--- config.mk ---
export PLATFORM = sky130hd
export DESIGN_NAME = ddr2_host_ingress
export DESIGN_NICKNAME = d
export VERILOG_FILES = /design/src/rtl/ddr2_host_pkg.sv /design/src/rtl/ddr2_sync_fifo.sv /design/src/rtl/ddr2_host_ingress.sv
export SDC_FILE = /design/constraint.sdc
export NUM_CORES = 1
export LEC_CHECK = 0
export ABC_AREA = 1
export CORE_MARGIN = 5
export CORE_UTILIZATION = 30
export CTS_BUF_LIST = sky130_fd_sc_hd__clkbuf_16
export CTS_CLUSTER_DIAMETER = 60
export DETAILED_ROUTE_END_ITERATION = 10
export MAX_ROUTING_LAYER = met4
export PLACE_DENSITY = 0.51
export SYNTH_ARGS = -nofsm -noshare
export SYNTH_HDL_FRONTEND = slang
export SYNTH_SLANG_ARGS = --single-unit
--- constraint.sdc ---
create_clock -name CLK -period 4 [get_ports CLK]
set_input_delay 0.8 -clock CLK [delete_from_list [all_inputs] [get_ports CLK]]
set_output_delay 0.8 -clock CLK [all_outputs]
set_load 0.03 [all_outputs]
--- src/rtl/ddr2_host_pkg.sv ---
// Shared types and helpers for the DDR2 host ingress path: command encoding,
// the command-queue entry layout and burst sizing.
package ddr2_host_pkg;

  localparam int HOST_ADDR_W      = 25;
  localparam int HOST_DATA_W      = 16;
  localparam int DEFAULT_CQ_DEPTH = 8;
  localparam int DEFAULT_DQ_DEPTH = 64;

  typedef enum logic [2:0] {
    NOP0 = 3'd0,
    SCR  = 3'd1,
    SCW  = 3'd2,
    BLR  = 3'd3,
    BLW  = 3'd4,
    ATR  = 3'd5,
    ATW  = 3'd6,
    NOP7 = 3'd7
  } cmd_e;

  typedef enum logic [0:0] {
    ST_IDLE  = 1'b0,
    ST_BURST = 1'b1
  } burst_state_e;

  typedef struct packed {
    cmd_e                   cmd;
    logic [1:0]             sz;
    logic [2:0]             op;
    logic [HOST_ADDR_W-1:0] addr;
  } cq_entry_t;

  // Burst length in words: 8*(sz+1), i.e. 8, 16, 24 or 32.
  function automatic logic [5:0] burst_len(input logic [1:0] sz);
    return {({1'b0, sz} + 3'd1), 3'b000};
  endfunction

endpackage

--- src/rtl/ddr2_sync_fifo.sv ---
// Single-clock show-ahead FIFO with occupancy count and an underflow strobe.
// The head word reads as zero while empty so outputs are clean after reset.
module ddr2_sync_fifo #(
  parameter int W     = 16,
  parameter int DEPTH = 8,
  localparam int AW   = $clog2(DEPTH)
) (
  input  logic          clk,
  input  logic          rst,
  input  logic          push,
  input  logic [W-1:0]  wdata,
  input  logic          pop,
  output logic [W-1:0]  rdata,
  output logic          valid,
  output logic [AW:0]   count,
  output logic          underflow
);

  localparam logic [AW:0] FULL_CNT = (AW+1)'(DEPTH);

  logic [W-1:0]  mem [DEPTH];
  logic [AW-1:0] wr_ptr;
  logic [AW-1:0] rd_ptr;
  logic [AW:0]   count_q;
  logic          pop_eff;
  logic          push_eff;

  // A pop on an empty queue is dropped; a push still lands even if it coincides.
  assign pop_eff   = pop && (count_q != '0);
  assign push_eff  = push && ((count_q != FULL_CNT) || pop_eff);
  assign underflow = pop && (count_q == '0);
  assign valid     = (count_q != '0);
  assign count     = count_q;
  assign rdata     = valid ? mem[rd_ptr] : '0;

  always_ff @(posedge clk) begin
    if (push_eff) mem[wr_ptr] <= wdata;
  end

  always_ff @(posedge clk) begin
    if (rst) begin
      wr_ptr  <= '0;
      rd_ptr  <= '0;
      count_q <= '0;
    end else begin
      if (push_eff) wr_ptr <= wr_ptr + 1'b1;
      if (pop_eff)  rd_ptr <= rd_ptr + 1'b1;
      case ({push_eff, pop_eff})
        2'b10:   count_q <= count_q + 1'b1;
        2'b01:   count_q <= count_q - 1'b1;
        default: count_q <= count_q;
      endcase
    end
  end

endmodule

--- src/rtl/ddr2_host_ingress.sv ---
// Host-facing command/data acceptor: decodes host commands, runs the write
// burst FSM, and feeds the command and write-data queues drained by the scheduler.
//
// Handshake: a host command is taken on a rising edge where READY=1, the FSM
// is IDLE and NOTFULL (plus dspace for data-carrying commands) is high; the host
// holds CMD/DIN until then. Scheduler pops are taken on any edge with *_POP=1
// and *_VALID=1; a pop with VALID=0 is dropped and sets PROTO_ERR.
module ddr2_host_ingress
  import ddr2_host_pkg::*;
#(
  parameter int CQ_DEPTH = DEFAULT_CQ_DEPTH,
  parameter int DQ_DEPTH = DEFAULT_DQ_DEPTH,
  parameter int ADDR_W   = HOST_ADDR_W,  // must match the package entry layout
  parameter int DATA_W   = HOST_DATA_W
) (
  input  logic                      CLK,
  input  logic                      RESET,
  input  logic                      READY,
  input  logic [2:0]                CMD,
  input  logic [1:0]                SZ,
  input  logic [2:0]                OP,
  input  logic [ADDR_W-1:0]         ADDR,
  input  logic [DATA_W-1:0]         DIN,
  output logic                      NOTFULL,
  output logic [$clog2(DQ_DEPTH):0] FILLCOUNT,
  output logic                      CQ_VALID,
  output logic [2:0]                CQ_CMD,
  output logic [1:0]                CQ_SZ,
  output logic [2:0]                CQ_OP,
  output logic [ADDR_W-1:0]         CQ_ADDR,
  input  logic                      CQ_POP,
  output logic                      DQ_VALID,
  output logic [DATA_W-1:0]         DQ_DATA,
  input  logic                      DQ_POP,
  output logic                      PROTO_ERR,
  output logic                      DBG_STATE
);

  localparam int CQ_AW = $clog2(CQ_DEPTH);
  localparam int DQ_AW = $clog2(DQ_DEPTH);
  localparam int CQ_W  = $bits(cq_entry_t);
  localparam logic [CQ_AW:0] CQ_FULL = (CQ_AW+1)'(CQ_DEPTH);
  localparam logic [DQ_AW:0] DQ_FULL = (DQ_AW+1)'(DQ_DEPTH);

  burst_state_e    state_q;
  burst_state_e    state_d;
  logic [5:0]      remaining_q;
  logic            cq_push;
  logic            dq_push;
  logic            load_rem;
  logic            dspace;
  logic            notfull;
  logic [CQ_AW:0]  cq_count;
  logic [DQ_AW:0]  dq_count;
  logic            cq_under;
  logic            dq_under;
  cq_entry_t       cq_wentry;
  cq_entry_t       cq_rentry;
  logic [CQ_W-1:0] cq_rdata;
  cmd_e            cmd;

  assign cmd       = cmd_e'(CMD);
  assign notfull   = (cq_count < CQ_FULL);
  assign dspace    = (dq_count < DQ_FULL);
  assign NOTFULL   = notfull;
  assign FILLCOUNT = dq_count;
  assign DBG_STATE = state_q;

  always_ff @(posedge CLK) begin
    if (RESET) state_q <= ST_IDLE;
    else       state_q <= state_d;
  end

  always_comb begin
    state_d = state_q;
    case (state_q)
      ST_IDLE:  if (READY && cmd == BLW && notfull && dspace) state_d = ST_BURST;
      ST_BURST: if (dspace && remaining_q == 6'd1) state_d = ST_IDLE;
      default:  state_d = ST_IDLE;
    endcase
  end

  always_comb begin
    cq_push  = 1'b0;
    dq_push  = 1'b0;
    load_rem = 1'b0;
    case (state_q)
      ST_IDLE: begin
        if (READY) begin
          case (cmd)
            SCR, BLR: cq_push = notfull;
            SCW, ATR, ATW: begin
              cq_push = notfull && dspace;
              dq_push = notfull && dspace;
            end
            BLW: begin
              cq_push  = notfull && dspace;
              dq_push  = notfull && dspace;
              load_rem = notfull && dspace;
            end
            default: ;
          endcase
        end
      end
      ST_BURST: dq_push = dspace;
      default: ;
    endcase
  end

  // Words still owed by the host after the one taken with the BLW command.
  always_ff @(posedge CLK) begin
    if (RESET)                               remaining_q <= '0;
    else if (load_rem)                       remaining_q <= burst_len(SZ) - 6'd1;
    else if (state_q == ST_BURST && dq_push) remaining_q <= remaining_q - 6'd1;
  end

  always_ff @(posedge CLK) begin
    if (RESET)                    PROTO_ERR <= 1'b0;
    else if (cq_under || dq_under) PROTO_ERR <= 1'b1;
  end

  assign cq_wentry = '{cmd: cmd, sz: SZ, op: OP, addr: ADDR};
  assign cq_rentry = cq_entry_t'(cq_rdata);
  assign CQ_CMD    = cq_rentry.cmd;
  assign CQ_SZ     = cq_rentry.sz;
  assign CQ_OP     = cq_rentry.op;
  assign CQ_ADDR   = cq_rentry.addr;

  ddr2_sync_fifo #(.W(CQ_W), .DEPTH(CQ_DEPTH)) u_cmd_q (
    .clk       (CLK),
    .rst       (RESET),
    .push      (cq_push),
    .wdata     (cq_wentry),
    .pop       (CQ_POP),
    .rdata     (cq_rdata),
    .valid     (CQ_VALID),
    .count     (cq_count),
    .underflow (cq_under)
  );

  ddr2_sync_fifo #(.W(DATA_W), .DEPTH(DQ_DEPTH)) u_data_q (
    .clk       (CLK),
    .rst       (RESET),
    .push      (dq_push),
    .wdata     (DIN),
    .pop       (DQ_POP),
    .rdata     (DQ_DATA),
    .valid     (DQ_VALID),
    .count     (dq_count),
    .underflow (dq_under)
  );

endmodule
==> impl_metrics.xml <==
<?xml version="1.0" encoding="UTF-8"?>
<metrics>
  <group name="synthesis">
    <metric name="yosysTopAreaCell" unit="">sky130_fd_sc_hd__edfxtp_1</metric>
    <metric name="synthesized_instance_count" unit="">4565</metric>
    <metric name="synthesis.area_per_instance" unit="sq um">11.9</metric>
    <metric name="synth.net_count" unit="">4631</metric>
    <metric name="area_share_of_the_largest_cell_type_after_synthesis" unit="">0.714</metric>
    <metric name="ys_async_sr_fraction" unit="">0</metric>
    <metric name="syn-cell-area" unit="sq um">54200</metric>
    <metric name="ys_warn_count" unit="">0</metric>
    <metric name="synth-edff-count" unit="">1288</metric>
    <metric name="synth-seq-cells" unit="">1334</metric>
    <metric name="leading_cell_types_by_total_area_after_synthesis" unit="">sky130_fd_sc_hd__edfxtp_1, sky130_fd_sc_hd__nand2_1, sky130_fd_sc_hd__nand3_1, sky130_fd_sc_hd__nor2_1, sky130_fd_sc_hd__dfxtp_1</metric>
    <metric name="yosys_most_used_dff" unit="">sky130_fd_sc_hd__edfxtp_1</metric>
    <metric name="synth.lib_cells_used.distinct" unit="">42</metric>
    <metric name="synth.yosys.seq_area_share" unit="">0.731</metric>
  </group>
  <group name="worst_setup_path">
    <metric name="cp-end-kind" unit="">primary output</metric>
    <metric name="worstSetupPathType" unit="">flip-flop to primary output</metric>
    <metric name="critical_path.reg2reg.startpoint" unit="">u_data_q.count[0]</metric>
    <metric name="critPathLaunchType" unit="">flip-flop</metric>
    <metric name="critical_path.max_fanout" unit="">19</metric>
    <metric name="worst_ep_required_time" unit="ps">3200</metric>
    <metric name="arrival_time_worst_endpoint" unit="ps">3120</metric>
  </group>
  <group name="power">
    <metric name="worst_case_vdd_ir_drop" unit="V">0.000358</metric>
    <metric name="p_leak" unit="nW">23.1</metric>
    <metric name="power-per-cell-area" unit="nW/um^2">640</metric>
  </group>
  <group name="die">
    <metric name="die_height" unit="um">435</metric>
    <metric name="io_pins" unit="">115</metric>
    <metric name="dieArea" unit="sq um">189000</metric>
    <metric name="fp.coreArea" unit="sq um">180000</metric>
    <metric name="effective_utilization_at_floorplan" unit="">0.301</metric>
    <metric name="die_x" unit="um">435</metric>
    <metric name="placement_rows" unit="">156</metric>
  </group>
  <group name="placed_design">
    <metric name="placed_cells_incl_taps" unit="">6958</metric>
    <metric name="detailedPlacementHpwl" unit="um">85200</metric>
    <metric name="place.gp.congestion" unit="">0.831</metric>
    <metric name="instance_area_at_placement" unit="sq um">58800</metric>
    <metric name="placement.io_buffers" unit="">114</metric>
  </group>
  <group name="run">
    <metric name="maxCapViolCount" unit="">0</metric>
  </group>
  <group name="route">
    <metric name="final_wl" unit="um">159000</metric>
    <metric name="via_count" unit="">35800</metric>
    <metric name="drt_iter0_drc" unit="">3294</metric>
    <metric name="drt_first_pass_iters" unit="">6</metric>
    <metric name="vias_per_cell" unit="">4.92</metric>
    <metric name="wl_per_cell" unit="um">21.8</metric>
    <metric name="drc" unit="">0</metric>
    <metric name="antenna_left" unit="">0</metric>
  </group>
  <group name="cts">
    <metric name="cts.path.max_buffers" unit="">3</metric>
    <metric name="clock_latency" unit="ps">780</metric>
    <metric name="h-tree-depth" unit="">4</metric>
    <metric name="cts_made_buffers" unit="">155</metric>
    <metric name="cts_root_buf" unit="">sky130_fd_sc_hd__clkbuf_16</metric>
    <metric name="tritoncts" unit="">yes</metric>
    <metric name="path_clk_slew" unit="ps">50</metric>
    <metric name="cts_num_sinks" unit="">1334</metric>
  </group>
  <group name="cells_and_area">
    <metric name="postLayoutCellArea" unit="sq um">65100</metric>
    <metric name="final_core_utilization" unit="">0.361</metric>
    <metric name="area.sequential" unit="sq um">39600</metric>
    <metric name="n_fill_cell" unit="">17400</metric>
    <metric name="multiInputGateArea" unit="sq um">13100</metric>
    <metric name="final_net_count" unit="">4854</metric>
    <metric name="instances_no_fill" unit="">7285</metric>
    <metric name="final_layout_size_suffix_gt1_frac" unit="">0.122</metric>
    <metric name="area.growth.synth_to_final" unit="%">20.2</metric>
  </group>
  <group name="sta">
    <metric name="max_clock_freq" unit="MHz">255</metric>
    <metric name="worst_pin_slew" unit="ps">1300</metric>
    <metric name="layout_worst_path_cycle_share" unit="">0.979</metric>
    <metric name="timing.final.setup_violations" unit="">0</metric>
    <metric name="max-slew-margin-rel" unit="">0.134</metric>
    <metric name="post-route-min-period" unit="ps">3920</metric>
    <metric name="final_worst_clock_skew" unit="ps">41.8</metric>
    <metric name="grt_setup_unrepaired" unit="">true</metric>
    <metric name="hold_ws" unit="ps">463</metric>
    <metric name="drv_slew" unit="">0</metric>
    <metric name="timing_hold_violations_final" unit="">0</metric>
  </group>
  <group name="grt">
    <metric name="grt_first_pass_wirelength" unit="um">228000</metric>
    <metric name="grt_usage" unit="">0.164</metric>
    <metric name="number_of_global_route_vias_before_repair" unit="">33700</metric>
    <metric name="antenna_found_initial" unit="">4</metric>
    <metric name="grt_start_max_net_pins" unit="">109</metric>
    <metric name="grt.overflow.total" unit="">0</metric>
  </group>
  <group name="run_status">
    <metric name="run_status" unit="">finished clean</metric>
  </group>
  <group name="min_path">
    <metric name="worstHoldStart" unit="">u_cmd_q.rd_ptr[2]</metric>
    <metric name="holdCritPathClass" unit="">flip-flop to flip-flop</metric>
  </group>
</metrics>
worst max-delay path: stages (launching register included):
cell                      delay, ps
sky130_fd_sc_hd__dfxtp_4        420
sky130_fd_sc_hd__buf_12         160
sky130_fd_sc_hd__inv_8          160
sky130_fd_sc_hd__buf_4          280
sky130_fd_sc_hd__nand2_1         90
sky130_fd_sc_hd__nand3_1         70
sky130_fd_sc_hd__nand3_1        130
sky130_fd_sc_hd__nand2_1        170
sky130_fd_sc_hd__nand2_1        110
sky130_fd_sc_hd__nand3_2        160
sky130_fd_sc_hd__nand3_2        150
sky130_fd_sc_hd__a21oi_2        170
sky130_fd_sc_hd__buf_4          180
sky130_fd_sc_hd__buf_12         120
final timing paths:
path                            slack [ps]  cells after the start                end
worst max register to register        1230                     15  u_data_q.count[4]
worst min register to register         460                      2  u_cmd_q.rd_ptr[2]
worst max-delay path                    80                     13        DQ_DATA[10]
worst min-delay path                   460                      2  u_cmd_q.rd_ptr[2]
per-stage QoR:
stage	worst slack, ps	total power, mW	TNS (ps)
after detailed placement	426	27.2	0
after global placement	377	27.2	0
after global routing	-36.8	43.6	-132
after floorplan	719	22.6	0
final	82.6	41.7	0
after CTS	-112	41.6	-143
cells in the final DEF, fill, tap and decap left out, drive strengths merged:
cell type      count
a21o               1
a21oi             51
a31oi             33
and2               1
and3               1
buf              247
bufbuf             3
bufinv            11
clkbuf           173
clkdlybuf4s50     64
clkinv            60
clkinvlp           6
dfxtp             46
diode              3
dlygate4sd2       12
dlymetal6s2s       6
edfxtp          1288
ha                12
inv              108
nand2           1339
nand3            888
nand4              6
nor2             301
nor3               8
nor3b              2
o211ai             1
o21ai            192
o22ai             34
o31ai              2
o41ai              1
or2                3
xnor2              4
xor2               8
logic make-up (layout without fill, tap and decap cells):
family                     Yosys count  after routing  share of synthesized area
and+or+nand+nor                   2549           2549                      0.200
DFF                               1334           1334                      0.731
buffers and inverters              343            690                     0.0335
AOI/OAI and AO/OA                  315            315                     0.0313
adders and majority gates           12             12                    0.00277
xor gates and xnor gates            12             12                    0.00194
other                                0              3                          0
state kept, by name, indices dropped and copies added (netlist names), named ones only:
register         flops
u_cmd_q.wr_ptr       3
PROTO_ERR            1
u_cmd_q.count        4
u_data_q.rd_ptr      6
remaining_q          6
u_cmd_q.mem        264
u_cmd_q.rd_ptr       3
u_data_q.mem      1024
u_data_q.wr_ptr      6
u_data_q.count       7
DBG_STATE            1
cell type report:
type / count / share of cell area
sequential: 1334 / 0.608
timing repair buffer: 344 / 0.0633
clock inverter: 120 / 0.0151
clock buffer: 161 / 0.0619
timing repair inverter: 4 / 0.000653
antenna: 3 / 0.000115
inverter: 61 / 0.00446
multi-input combinational: 2888 / 0.201
tap: 2370 / 0.0455
cell usage after synthesis (2+ instances only):
cell type / count
sky130_fd_sc_hd__nand4_1: 2
sky130_fd_sc_hd__buf_1: 35
sky130_fd_sc_hd__xor2_1: 8
sky130_fd_sc_hd__nand2_1: 1337
sky130_fd_sc_hd__ha_1: 12
sky130_fd_sc_hd__or2_4: 2
sky130_fd_sc_hd__nor2_4: 3
sky130_fd_sc_hd__inv_2: 4
sky130_fd_sc_hd__nor2_2: 4
sky130_fd_sc_hd__a31oi_1: 33
sky130_fd_sc_hd__o22ai_1: 34
sky130_fd_sc_hd__o21ai_0: 184
sky130_fd_sc_hd__clkbuf_1: 71
sky130_fd_sc_hd__buf_2: 116
sky130_fd_sc_hd__dfxtp_1: 46
sky130_fd_sc_hd__o21ai_1: 8
sky130_fd_sc_hd__nor2_1: 294
sky130_fd_sc_hd__buf_6: 39
sky130_fd_sc_hd__nor3b_1: 2
sky130_fd_sc_hd__a21oi_1: 49
sky130_fd_sc_hd__xnor2_1: 4
sky130_fd_sc_hd__nor3_1: 7
sky130_fd_sc_hd__nand2_4: 2
sky130_fd_sc_hd__edfxtp_1: 1288
sky130_fd_sc_hd__nand4_2: 4
sky130_fd_sc_hd__buf_4: 21
sky130_fd_sc_hd__inv_1: 54
sky130_fd_sc_hd__nand3_1: 888
where the power goes:
part           internal (mW)  total, mW  switching (mW)
combinational           4.10       12.0            7.92
clock                   8.04       13.8            5.76
sequential              15.7       15.9           0.219
total                   27.8       41.7            13.9
layer usage:
layer,up-vias,track usage,share of wire
met3,281,0.0229,0.057
li1,16600,-,-
met5,-,-,0
met1,17800,0.220,0.44
met2,1102,0.254,0.47
met4,0,0.0597,0.033
what timing repair did:
action / in CTS / in global routing
resized for setup: 40 / 88
hold buffers: 0 / 0
buffers inserted: 6 / 9
gates cloned: 13 / 15
setup endpoints to repair: 44 / 29
pin swaps: 0 / 3
Power figures use the tool's default switching activity.
